File: src/rtl/veda_mem_port_arbiter.sv
// Shares one VEDA_MIPS memory port between instruction fetch (read-only) and load/store (read/write).
// Define VEDA_ARB_FAIR_EN to add the IF starvation guard; without it LS has strict priority.
module veda_mem_port_arbiter #(
    parameter int AW         = 32,
    parameter int DW         = 32,
    parameter int RD_LATENCY = 1,
    parameter int MAX_STARVE = 4
) (
    input  logic          clk,
    input  logic          rst,
    input  logic          if_req,
    input  logic [AW-1:0] if_addr,
    output logic          if_gnt,
    output logic          if_rvalid,
    output logic [DW-1:0] if_rdata,
    input  logic          ls_req,
    input  logic          ls_we,
    input  logic [AW-1:0] ls_addr,
    input  logic [DW-1:0] ls_wdata,
    output logic          ls_gnt,
    output logic          ls_rvalid,
    output logic [DW-1:0] ls_rdata,
    output logic          mem_mode,
    output logic [AW-1:0] mem_addr,
    output logic [DW-1:0] mem_data_in,
    input  logic [DW-1:0] mem_data_out,
    output logic          busy,
    output logic [1:0]    dbg_state
);

    // Handshake: a requester holds req and its payload until the one-cycle gnt pulse;
    // exactly one rvalid pulse follows each gnt, and only one transaction is ever in flight.
    typedef enum logic [1:0] {
        S_IDLE   = 2'd0,
        S_ACCESS = 2'd1,
        S_RESP   = 2'd2
    } state_t;

    localparam logic [2:0] LP_LAT_LAST = 3'(RD_LATENCY - 1);

    state_t        r_state;
    logic [2:0]    r_lat;
    logic          r_sel_ls;
    logic          r_we;
    logic          r_if_gnt;
    logic          r_if_rvalid;
    logic [DW-1:0] r_if_rdata;
    logic          r_ls_gnt;
    logic          r_ls_rvalid;
    logic [DW-1:0] r_ls_rdata;
    logic          r_mem_mode;
    logic [AW-1:0] r_mem_addr;
    logic [DW-1:0] r_mem_data_in;
    logic          w_pick_if;

`ifdef VEDA_ARB_FAIR_EN
    localparam logic [3:0] LP_MAX_STARVE = 4'(MAX_STARVE);

    logic [3:0] r_starve;

    // IF is forced through once LS has been granted MAX_STARVE times in a row over a waiting IF.
    assign w_pick_if = if_req & (~ls_req | (r_starve == LP_MAX_STARVE));

    always_ff @(posedge clk or negedge rst) begin
        if (!rst) begin
            r_starve <= 4'd0;
        end else if (r_state == S_IDLE) begin
            if (!if_req || w_pick_if) begin
                r_starve <= 4'd0;
            end else if (ls_req) begin
                r_starve <= r_starve + 4'd1;
            end
        end
    end
`else
    assign w_pick_if = if_req & ~ls_req;
`endif

    always_ff @(posedge clk or negedge rst) begin
        if (!rst) begin
            r_state       <= S_IDLE;
            r_lat         <= 3'd0;
            r_sel_ls      <= 1'b0;
            r_we          <= 1'b0;
            r_if_gnt      <= 1'b0;
            r_if_rvalid   <= 1'b0;
            r_if_rdata    <= '0;
            r_ls_gnt      <= 1'b0;
            r_ls_rvalid   <= 1'b0;
            r_ls_rdata    <= '0;
            r_mem_mode    <= 1'b1;
            r_mem_addr    <= '0;
            r_mem_data_in <= '0;
        end else begin
            r_if_gnt    <= 1'b0;
            r_ls_gnt    <= 1'b0;
            r_if_rvalid <= 1'b0;
            r_ls_rvalid <= 1'b0;
            case (r_state)
                S_IDLE: begin
                    if (if_req || ls_req) begin
                        r_state  <= S_ACCESS;
                        r_lat    <= 3'd0;
                        r_sel_ls <= ~w_pick_if;
                        if (w_pick_if) begin
                            r_mem_addr <= if_addr;
                            r_mem_mode <= 1'b1;
                            r_we       <= 1'b0;
                            r_if_gnt   <= 1'b1;
                        end else begin
                            r_mem_addr    <= ls_addr;
                            r_mem_data_in <= ls_wdata;
                            r_mem_mode    <= ~ls_we;
                            r_we          <= ls_we;
                            r_ls_gnt      <= 1'b1;
                        end
                    end
                end
                S_ACCESS: begin
                    // The write strobe lasts only the first ACCESS cycle.
                    r_mem_mode <= 1'b1;
                    if (r_lat == LP_LAT_LAST) begin
                        r_state <= S_RESP;
                        if (r_sel_ls) begin
                            r_ls_rvalid <= 1'b1;
                            r_ls_rdata  <= r_we ? '0 : mem_data_out;
                        end else begin
                            r_if_rvalid <= 1'b1;
                            r_if_rdata  <= mem_data_out;
                        end
                    end else begin
                        r_lat <= r_lat + 3'd1;
                    end
                end
                S_RESP: begin
                    r_state <= S_IDLE;
                end
                default: begin
                    r_state <= S_IDLE;
                end
            endcase
        end
    end

    assign if_gnt      = r_if_gnt;
    assign if_rvalid   = r_if_rvalid;
    assign if_rdata    = r_if_rdata;
    assign ls_gnt      = r_ls_gnt;
    assign ls_rvalid   = r_ls_rvalid;
    assign ls_rdata    = r_ls_rdata;
    assign mem_mode    = r_mem_mode;
    assign mem_addr    = r_mem_addr;
    assign mem_data_in = r_mem_data_in;
    assign busy        = (r_state != S_IDLE);
    assign dbg_state   = r_state;

endmodule

File: config.mk
export PLATFORM = sky130hd
export DESIGN_NAME = veda_mem_port_arbiter
export DESIGN_NICKNAME = d
export VERILOG_FILES = /design/src/rtl/veda_mem_port_arbiter.sv
export SDC_FILE = /design/constraint.sdc
export NUM_CORES = 1
export LEC_CHECK = 0
export CAP_MARGIN = 20
export CORE_MARGIN = 2
export CORE_UTILIZATION = 36
export CTS_CLUSTER_DIAMETER = 100
export DETAILED_ROUTE_END_ITERATION = 7
export PLACE_DENSITY = 0.83
export REMOVE_ABC_BUFFERS = 1
export SETUP_SLACK_MARGIN = 0.2
export SYNTH_ARGS = -nofsm -noshare
export SYNTH_HDL_FRONTEND = slang
export SYNTH_SLANG_ARGS = --single-unit
File: constraint.sdc
create_clock -name clk -period 3.9 [get_ports clk]
set_input_delay 0.78 -clock clk [delete_from_list [all_inputs] [get_ports clk]]
set_output_delay 0.78 -clock clk [all_outputs]
set_load 0.02 [all_outputs]
==> out/metrics.cfg <==
[cts]
cts.sink_count = 140
clock_latency_ns = 0.41
h-tree-depth = 4
post_cts_buffers = 0
cts_tree = yes
cts_resized = 0
numCtsBuffers = 17
root_buffer = clkbuf_16
cts_hold_buffers = 0
cts.path.max_buffers = 2
path_clk_slew_ns = 0.06

[logic_synthesis]
syn_inst = 423
syn_area_um2 = 5910
syn_area_per_cell_um2 = 14.0
seq_area_frac_synth_pct = 59.3
synth_cell_types = 30
synth_edf_count = 0
yosys_warnings = 0
ys.flop_type = dfrtp_1
synth-seq-cells = 140
async_reset_ff_share_pct = 100

[drt]
wl_per_cell_um = 17.9
vias_per_cell = 4.83
drt_iter0_drc = 169
vias = 4460
drt_wl_total_um = 16600
postRouteAntennaNets = 0
first_pass_iters = 4
post-route-drc-count = 0

[layout]
stdcell_area_um2 = 9470
layout-drive-gt1-share_pct = 15.7
fin_util_pct = 59.4
nets = 829
mostFrequentLayoutCells = clkdlybuf4s50_1 (267), dfrtp_1 (139), o21ai_0 (65)
final_common_cell = clkdlybuf4s50_1
antennaDiodeCount = 0
areaGrowthSynthToFinish_pct = 60.3

[placement]
hpwl_um = 12100
placed_cell_area_um2 = 8790
routabilityCongestion = 0.765
portBuffers = 268

[worst_setup_path]
worstPathRequired_ns = 3.12
r2r-end = if_rdata[1]
r2r_cells = 6
endpoint = busy
start_kind = flop
critPathCaptureType = output port
rr_startpoint = r_lat[0]
rrSetupSlack_ns = 1.34
path_max_fanout = 34
cp-startpoint = dbg_state[0]
critPathArrivalTime_ns = 2.38
critPathKind = flop to output port

[grt]
use_met1_pct = 22.8
grt-busiest-layer = met2
met2_usage_pct = 34.3
grt_max_degree = 94
gr-usage-met3_pct = 6.27
antenna_found_initial = 0
grt_pass1_wl_um = 26800
grt_use_total_pct = 19.6
grt_pass1_vias = 4912
grt_overflow = 0

[floorplanning]
core_area_um2 = 15900
die_h_um = 132
ioPinCount = 269
dieArea_um2 = 17500
rows = 46
initial_core_util_pct = 37.1
die_w_um = 132

[pwr]
ir_drop_mv = 0.445
powerDensity_nw_per_um2 = 890
p_leak_nw = 3.99

[timing]
max_slew_margin_pct = 34.4
setup_tns_ns = 0
rsz0062_at_grt = false
finalCritPeriodShare_pct = 81.0
hold_ws_ns = 0.457
setup_viol = 0
hold_violations = 0
finalMaxSlewViolations = 0
fmax_mhz = 316
worstMarginPinSlew_ns = 0.982
period_minus_slack_ns = 3.16
final.setup_skew_ns = 0.00516

[hold_path]
hp-class = input port to asynchronous set/reset pin

[job]
drv_cap = 0

[outcome]
status = finished clean

-- power by group --
group          leakage [nW]  switching [mW]  internal, mW
clock                 0.320           0.653          1.15
sequential             1.70           0.410          2.17
combinational          1.97            1.96          2.08
-- critical path, stage by stage, from the launching register on --
cell	delay, ns
dfrtp_1	0.44
nor2_1	0.10
inv_1	0.67
clkdlybuf4s50_1	0.76
-- Yosys cell counts, types with 4 or more instances --
library cell | instances | share of area, %
buf_2 | 5 | 0.42
buf_4 | 6 | 0.76
buf_6 | 4 | 0.76
clkbuf_1 | 12 | 0.76
dfrtp_1 | 139 | 59
inv_1 | 5 | 0.32
mux2_1 | 37 | 7.0
mux2_2 | 30 | 5.7
mux2_4 | 29 | 7.4
mux2i_1 | 32 | 5.4
nor2b_1 | 34 | 3.6
o21ai_0 | 65 | 5.5
-- sequential cells by signal, indices dropped and copies added, names as in the netlist --
register and cells:
r_lat 3, if_rvalid 1, dbg_state 2, mem_mode 1, if_gnt 1, r_we 1
ls_gnt 1, r_sel_ls 1, mem_addr 32, ls_rvalid 1, ls_rdata 32, mem_data_in 32
if_rdata 32
-- metal layers --
| metal | vias up | wire [um] |
|---|---|---|
| li1 | 2032 | - |
| met1 | 2193 | 6570 |
| met2 | 216 | 8370 |
| met3 | 19 | 1340 |
| met4 | 0 | 267 |
| met5 | - | 0 |
-- final cells by class --
cell class	instances	area, um2
clock inverters	15	233
clock buffers	17	425
repair buffers	279	2780
well taps	216	270
flip-flops and latches	140	3500
multi-input cells	251	2240
inverters	5	18.8
fillers	1271	6470
-- stage by stage --
step / setup slack, ns / std cells / power (mW)
4_1_cts: 0.723 / 921 / 8.51
3_5_place_dp: 1.07 / 889 / 6.66
3_3_place_gp: 1.23 / 889 / 6.51
2_1_floorplan: 0.484 / 396 / 4.60
5_1_grt: 0.522 / 923 / 8.88
6_report: 0.740 / 923 / 8.43
-- worst min-delay path by stage --
stage / endpoint
floorplan: dbg_state[0]
global placement: mem_data_in[15]
detailed placement: mem_data_in[23]
CTS: if_rdata[4]
global route: ls_rdata[21]
finish: if_rdata[31]
-- cells by family (layout without fill, tap and decap cells) --
logic type / Yosys count / in the layout / share of synthesized area [%]
DFF: 140 / 140 / 59.3
AOI/OAI and AO/OA: 73 / 73 / 6.54
and+or+nand+nor: 48 / 48 / 5.17
muxes: 128 / 128 / 25.6
adders and majority gates: 2 / 2 / 0.423
buffers and inverters: 32 / 316 / 3.03
Power figures use the tool's default switching activity.
